===== src/rtl/dac_sample_feeder_if.sv =====
// Request/response handshake between the DAC feeder (master) and a sample generator (slave).
interface dac_sample_feeder_if #(
    parameter int SAMPLE_W = 16
);
    logic                generate_next;
    logic                sample_ready;
    logic [SAMPLE_W-1:0] sample;

    modport master (
        output generate_next,
        input  sample_ready,
        input  sample
    );

    modport slave (
        input  generate_next,
        output sample_ready,
        output sample
    );
endinterface


===== src/rtl/dac_sample_feeder.sv =====
// Pulls one mono sample per audio frame and serializes it MSB-first on a left-justified DAC link.
// Optional build macro DAC_UNDERRUN_MUTE_EN: an underrun sends a silent frame and clears the held sample.
module dac_sample_feeder #(
    parameter int CLK_DIV  = 4,
    parameter int SAMPLE_W = 16
) (
    input  logic                clk,
    input  logic                reset,
    dac_sample_feeder_if.master gen,
    output logic                bclk,
    output logic                lrclk,
    output logic                sdata,
    output logic                underrun
);
    localparam int H_N     = 4 * SAMPLE_W;
    localparam int H_W     = $clog2(H_N);
    localparam int DIV_W   = $clog2(CLK_DIV);
    localparam int FRAME_W = 2 * SAMPLE_W;

    typedef enum logic [1:0] {IDLE, REQ, WAIT} state_t;

    state_t              state_reg;
    logic [DIV_W-1:0]    div_reg;
    logic [H_W-1:0]      h_reg;
    logic [H_W-1:0]      h_next;
    logic [FRAME_W-1:0]  shreg_reg;
    logic [SAMPLE_W-1:0] hold_reg;
    logic                bclk_reg;
    logic                lrclk_reg;
    logic                generate_next_reg;
    logic                underrun_reg;
    logic                div_wrap;
    logic                fb;
    logic                miss;

    always_comb begin
        div_wrap = (div_reg == DIV_W'(CLK_DIV - 1));
        fb       = div_wrap && (h_reg == H_W'(H_N - 1));
        h_next   = h_reg;
        if (div_wrap) begin
            h_next = fb ? '0 : h_reg + 1'b1;
        end
        // A frame boundary reached while still waiting, with no data arriving in that cycle.
        miss = fb && (state_reg == WAIT) && !gen.sample_ready;
    end

    always_ff @(posedge clk) begin
        if (!reset) begin
            state_reg         <= IDLE;
            div_reg           <= '0;
            h_reg             <= '0;
            shreg_reg         <= '0;
            hold_reg          <= '0;
            bclk_reg          <= 1'b0;
            lrclk_reg         <= 1'b0;
            generate_next_reg <= 1'b0;
            underrun_reg      <= 1'b0;
        end else begin
            div_reg           <= div_wrap ? '0 : div_reg + 1'b1;
            h_reg             <= h_next;
            bclk_reg          <= h_next[0];
            lrclk_reg         <= (h_next >= H_W'(FRAME_W));
            underrun_reg      <= miss;
            generate_next_reg <= 1'b0;

            // Shifting on the odd->even half-bit step puts data changes on bclk falling edges.
            if (fb) begin
`ifdef DAC_UNDERRUN_MUTE_EN
                shreg_reg <= miss ? '0 : {hold_reg, hold_reg};
`else
                shreg_reg <= {hold_reg, hold_reg};
`endif
            end else if (div_wrap && h_reg[0]) begin
                shreg_reg <= {shreg_reg[FRAME_W-2:0], 1'b0};
            end

            case (state_reg)
                IDLE: begin
                    if (fb) begin
                        state_reg         <= REQ;
                        generate_next_reg <= 1'b1;
                    end
                end
                REQ: begin
                    state_reg <= WAIT;
                end
                WAIT: begin
                    if (gen.sample_ready) begin
                        hold_reg  <= gen.sample;
                        state_reg <= IDLE;
                    end else if (fb) begin
                        state_reg         <= REQ;
                        generate_next_reg <= 1'b1;
`ifdef DAC_UNDERRUN_MUTE_EN
                        hold_reg          <= '0;
`endif
                    end
                end
                default: begin
                    state_reg <= IDLE;
                end
            endcase
        end
    end

    assign gen.generate_next = generate_next_reg;
    assign bclk              = bclk_reg;
    assign lrclk             = lrclk_reg;
    assign sdata             = shreg_reg[FRAME_W-1];
    assign underrun          = underrun_reg;
endmodule


===== src/flat_wrapper.sv =====
// flat-port wrapper written by rule: the top's interface ports become plain ports
module dac_sample_feeder_flat 
#(
    parameter int CLK_DIV  = 4,
    parameter int SAMPLE_W = 16
)
  (clk, reset, bclk, lrclk, sdata, underrun, gen_generate_next, gen_sample_ready, gen_sample);
  dac_sample_feeder_if #(.SAMPLE_W(SAMPLE_W)) gen_i ();
  input  logic clk;
  input  logic reset;
  output logic bclk;
  output logic lrclk;
  output logic sdata;
  output logic underrun;
  output wire logic [$bits(gen_i.generate_next)-1:0] gen_generate_next;
  input wire logic [$bits(gen_i.sample_ready)-1:0] gen_sample_ready;
  input wire logic [$bits(gen_i.sample)-1:0] gen_sample;
  assign gen_generate_next = gen_i.generate_next;
  assign gen_i.sample_ready = gen_sample_ready;
  assign gen_i.sample = gen_sample;
  dac_sample_feeder #(.CLK_DIV(CLK_DIV), .SAMPLE_W(SAMPLE_W)) u_core (.clk(clk), .reset(reset), .gen(gen_i), .bclk(bclk), .lrclk(lrclk), .sdata(sdata), .underrun(underrun));
endmodule

===== config.mk =====
export PLATFORM = sky130hd
export DESIGN_NAME = dac_sample_feeder_flat
export DESIGN_NICKNAME = d
export VERILOG_FILES = /design/src/rtl/dac_sample_feeder_if.sv /design/src/rtl/dac_sample_feeder.sv /design/src/flat_wrapper.sv
export SDC_FILE = /design/constraint.sdc
export NUM_CORES = 1
export LEC_CHECK = 0
export BUFFER_PORTS_ARGS = -buffer_cell sky130_fd_sc_hd__buf_2
export CORE_MARGIN = 2
export CORE_UTILIZATION = 43
export DETAILED_ROUTE_END_ITERATION = 10
export GPL_TIMING_DRIVEN = 0
export PLACE_DENSITY_LB_ADDON = 0.1
export SETUP_SLACK_MARGIN = 0.15
export SLEW_MARGIN = 20
export SYNTH_ARGS = -nofsm -noshare
export SYNTH_HDL_FRONTEND = slang
export SYNTH_SLANG_ARGS = --single-unit
export TNS_END_PERCENT = 20

===== constraint.sdc =====
create_clock -name clk -period 2.7 [get_ports clk]
set_clock_uncertainty 0.1 [all_clocks]
set_input_delay 0 -clock clk [delete_from_list [all_inputs] [get_ports clk]]
set_output_delay 0 -clock clk [all_outputs]
set_load 0.01 [all_outputs]

Word level (Yosys, flattened, before mapping):

Cells that the tools add are included.

* flip-flop bits (word level): 62
* word-level logic and storage cells: 36
* bits of input ports: 19
* output and inout bits: 5

* add/sub/neg operators: 2
* bitwise operators: 1
* eq/ne operators: 4
* reductions and logical operators: 9
* order comparisons: 1
* multiplexer cells: 10

Operators with widths (number)
* $mux W32: 2
* $mux W6: 2
* $add A6 B1 Y6 const B: 1
* $eq A6 B6 Y1 const B: 1
* $ge A6 B6 Y1 const B: 1
* $pmux W2 S3: 1
* $eq A2 B2 Y1 const B: 2
* $logic_and A1 B1 Y1: 4
* $mux W2: 2
* $add A2 B1 Y2 const B: 1
* $eq A2 B1 Y1 const B: 1
* $logic_not A2 Y1: 1
* $mux W1: 2
* $pmux W1 S2: 1
* $reduce_and A2 Y1: 1
* $reduce_bool A2 Y1: 1
* $reduce_or A2 Y1: 1
* $logic_not A1 Y1: 1
* $not A1 Y1: 1

Longest topological paths before layout:

* depth after elaboration: 5
* gate-level depth with buffers: 6
* depth with buffers taken out: 4

Worst setup path after synthesis:

OpenSTA, ideal clock, no wires.

* path kind: reg-to-reg
* start point: register u_core.h_reg[0]
* end point: register u_core.shreg_reg[10]
* path slack: 1052 ps
* library setup time: 130 ps
* period minus slack after synthesis: 1648 ps
* path buffers: 1
* stages on the path, launching flop included: 6
* data required time: 2470 ps
* arrival: 1418 ps
* path through: dfxtp_1 -> ha_1 -> inv_1 -> buf_6 -> o41ai_2 -> a31oi_1

* longest elaborated chain between the ends: 3
* elaborated cells on any way between the ends: 5
* classes of those cells: eq/ne: 1; mux: 1; reduce/logical: 3

RTL lines
* start: declaration: RTL line dac_sample_feeder.sv:24 `logic [H_W-1:0] h_reg;`
* start signal: assignment: RTL line dac_sample_feeder.sv:60 `h_reg <= h_next;`
* $eq A6 B6 Y1: RTL line dac_sample_feeder.sv:38 `fb = div_wrap && (h_reg == H_W'(H_N - 1));`
* $logic_and A1 B1 Y1: RTL line dac_sample_feeder.sv:38
* $mux W32 / $reduce_bool A2 Y1 (equally long branches)
* end signal: assignment: RTL line dac_sample_feeder.sv:71 `shreg_reg <= {hold_reg, hold_reg};`
* end signal: assignment: RTL line dac_sample_feeder.sv:74 `shreg_reg <= {shreg_reg[FRAME_W-2:0], 1'b0};`
* end: declaration: RTL line dac_sample_feeder.sv:26 `logic [FRAME_W-1:0] shreg_reg;`

Parallel ways exist; a longest one is shown, timed or not.
A chain may end at the register's enable or synchronous reset.

Worst setup path after layout:

* start point: register u_core.h_reg[0]
* end point: register u_core.underrun_reg, in the netlist u_core.underrun

* longest elaborated chain between the ends: 4

RTL lines
* $eq A6 B6 Y1: RTL line dac_sample_feeder.sv:38
* $logic_and A1 B1 Y1: RTL line dac_sample_feeder.sv:38
* $logic_and A1 B1 Y1 (2 in a row): RTL line dac_sample_feeder.sv:44 `miss = fb && (state_reg == WAIT) && !gen.sample_ready;`
* end signal: assignment: RTL line dac_sample_feeder.sv:63 `underrun_reg <= miss;`
* end: declaration: RTL line dac_sample_feeder.sv:31 `logic underrun_reg;`

Every way passes these cells.

==> results.sh <==
export IMPL_status="finished, final reports clean"
export IMPL_wl_mm=5.868
export IMPL_ys_types=36
export IMPL_synth_nets=306
export IMPL_num_io_pins=24
export IMPL_num_vias=2164
export IMPL_crit_path_start_kind="flop"
export IMPL_drive_gt1_frac=0.1895
export IMPL_r2r_start="u_core.h_reg[0]"
export IMPL_tns_ps=0
export IMPL_yosys_top_cells_area="dfxtp_1, nand2_1, a31oi_1, o41ai_2, a21boi_0"
export IMPL_dp_hpwl_mm=3.974
export IMPL_finalWorstSetupSlack_ps=629.7
export IMPL_hold_class="flop to flop"
export IMPL_drc_errors=0
export IMPL_vdd_drop_max_mv=0.3887
export IMPL_postSynthCellCount=285
export IMPL_nNetsFinal=359
export IMPL_tritoncts="built"
export IMPL_rows=28
export IMPL_clk_pin_slew_worst_paths_ps=70
export IMPL_required_ps=2880
export IMPL_slew_headroom=0.5775
export IMPL_synth_xor_area_share=0.01026
export IMPL_start_util=0.4376
export IMPL_io_buffers=23
export IMPL_period_minus_slack_ps=2070
export IMPL_antenna_found_initial=0
export IMPL_slew_violations=0
export IMPL_numCtsBuffers=9
export IMPL_fin_crit_sh=0.7668
export IMPL_crit_fanout=10
export IMPL_netlist_area_sq_um=2560
export IMPL_synthArstFlopShare=0
export IMPL_cts_sinks=61
export IMPL_fillers=532
export IMPL_yosys_area_share_adder=0.009775
export IMPL_maxCapViolCount=0
export IMPL_ctsRootBufferMaster="clkbuf_8"
export IMPL_worst_ep_arrival_time_ps=2250
export IMPL_die_area_sq_um=6587
export IMPL_via_per_inst=5.177
export IMPL_coreArea_sq_um=5851
export IMPL_synth_ff_type="dfxtp_1"
export IMPL_die_h_um=81.16
export IMPL_synth_edf_count=0
export IMPL_die_x_um=81.16
export IMPL_area_delta_synth_final_pct=23.80
export IMPL_syn_area_per_cell_sq_um=8.982
export IMPL_cp_end_kind="flop"
export IMPL_yosysTopAreaCell="dfxtp_1"
export IMPL_hold_end="u_core.div_reg[0]"
export IMPL_p_leak_nw=1.158
export IMPL_rsz0062_at_grt="no"
export IMPL_hold_depth=1
export IMPL_largest_register_ffs=32
export IMPL_r2r_end="u_core.underrun"
export IMPL_yosysSeqAreaShare=0.4770
export IMPL_antenna_left=0
export IMPL_clockBufferDepth=2
export IMPL_yosys_warnings=0
export IMPL_synth_top_family_by_area="compound AO/OA/AOI/OAI gates"
export IMPL_ys_ff_latch=61
export IMPL_synth_simple_gate_area_frac=0.2092
export IMPL_yosysMostFrequentCell="nand2_1"
export IMPL_powerDensity_nw_per_um2=581.8
export IMPL_reg2reg_slack_ps=630
export IMPL_grt_pass1_vias=2051
export IMPL_wire_per_inst_um=14.04
export IMPL_grt_max_degree=11
export IMPL_setup_viol=0
export IMPL_first_iter_violations=190
export IMPL_grt_pass1_wl_mm=9.777
export IMPL_rr_worst_depth=4
export IMPL_cts_setup_buffers=0
export IMPL_clock_latency_ps=340
export IMPL_synth_compound_area_frac=0.2268
export IMPL_path_class="flop to flop"
export IMPL_ys_top_cells_by_count="nand2_1, dfxtp_1, a31oi_1"
export IMPL_track_usage=0.1966
export IMPL_globalRouteOverflowTotal=0
export IMPL_globalplace_congestion=0.7731
export IMPL_muxShareOfSynthArea=0.007820
export IMPL_finalHoldViolCount=0
export IMPL_synth_top_area_frac=0.4770
export IMPL_min_from="u_core.div_reg[0]"
export IMPL_tightest_slew_ps=625.5
export IMPL_htreeDepth=3
export IMPL_antenna_cells=0
export IMPL_place_ws_ps=747.7
export IMPL_fmax_mhz=483.0
export IMPL_drt_pass1_iter_count=5
-- critical path, cell delays in order, from the launching register on --
cell,delay [ps]
dfxtp_1,450
ha_1,340
nand4_4,250
nor4_1,290
dlygate4sd3_1,580
-- logic make-up after synthesis --
family          after synthesis
flops                        61
buf+inv                      25
fa+ha+maj                     2
mux                           2
simple gates                121
xor+xnor                      3
compound gates               71
-- what timing repair did --
action | in CTS | in global routing
hold endpoints to repair | 19 | 0
resized for setup | 0 | 0
hold buffers | 19 | 0
-- through the flow --
step | cells | area (sq um) | utilization | hold slack (ps) | power, W
finish | 418 | 3169 | 0.5417 | 327.0 | 0.001844
global route | 418 | 3169 | 0.5417 | 348.5 | 0.001904
CTS | 418 | 3169 | 0.5417 | 329.4 | 0.001862
detailed placement | 383 | 2769 | 0.4733 | 157.1 | 0.0009981
global placement | 383 | 2769 | 0.4733 | 151.7 | 0.0009972
floorplan | 285 | 2560 | - | -21.34 | 0.0009688
-- layout make-up --
cell class                      instances  area, sq um  area share
Sequential cell                        61         1221      0.3853
Multi-Input combinational cell        199         1187      0.3747
Timing Repair Buffer                   42        305.3     0.09633
Clock buffer                           12        165.2     0.05211
Buffer                                 23        143.9     0.04540
Tap cell                               75        93.84     0.02961
Clock inverter                          4        45.04     0.01421
Inverter                                2        7.507    0.002369
-- worst max path at each step --
| stage | startpoint | to | slack [ps] | cells after the start |
|---|---|---|---|---|
| CTS | u_core.h_reg[0] | u_core.underrun | 640 | 4 |
| global placement | u_core.h_reg[0] | u_core.shreg_reg[16] | 710 | 5 |
| detailed placement | u_core.h_reg[0] | u_core.shreg_reg[16] | 750 | 5 |
| finish | u_core.h_reg[0] | u_core.underrun | 630 | 4 |
| global route | u_core.h_reg[0] | u_core.underrun | 470 | 4 |
| floorplan | u_core.h_reg[0] | u_core.shreg_reg[10] | 1050 | 5 |
-- power by group --
part,switching [W],total [W],internal [W]
clock network,0.000349,0.000846,0.000497
logic,0.0000407,0.0000894,0.0000487
registers,0.00000378,0.000909,0.000905
-- layer usage --
layer  vias up  global-route usage  routed length, um
met2        32              0.3008               2611
met4         0             0.05424                 27
li1       1122                   -                  -
met1      1008              0.2636               3018
met3         2             0.06778                211
met5         -                   0                  0
-- placed cells by master (no fill, tap or decap), types with 3 or more instances in the layout --
master and n:
o41ai_1 7, nand3b_1 4, xnor2_1 3, dfxtp_1 61, buf_2 31, clkbuf_8 12
nand3_1 3, clkbuf_1 6, nand4_1 3, and3_1 3, buf_6 4, nand2_1 97
dlygate4sd3_1 19, clkinv_2 3, a21boi_0 15, o41ai_2 9, a31oi_1 30, buf_4 3
(Power assumes the default switching activity.)
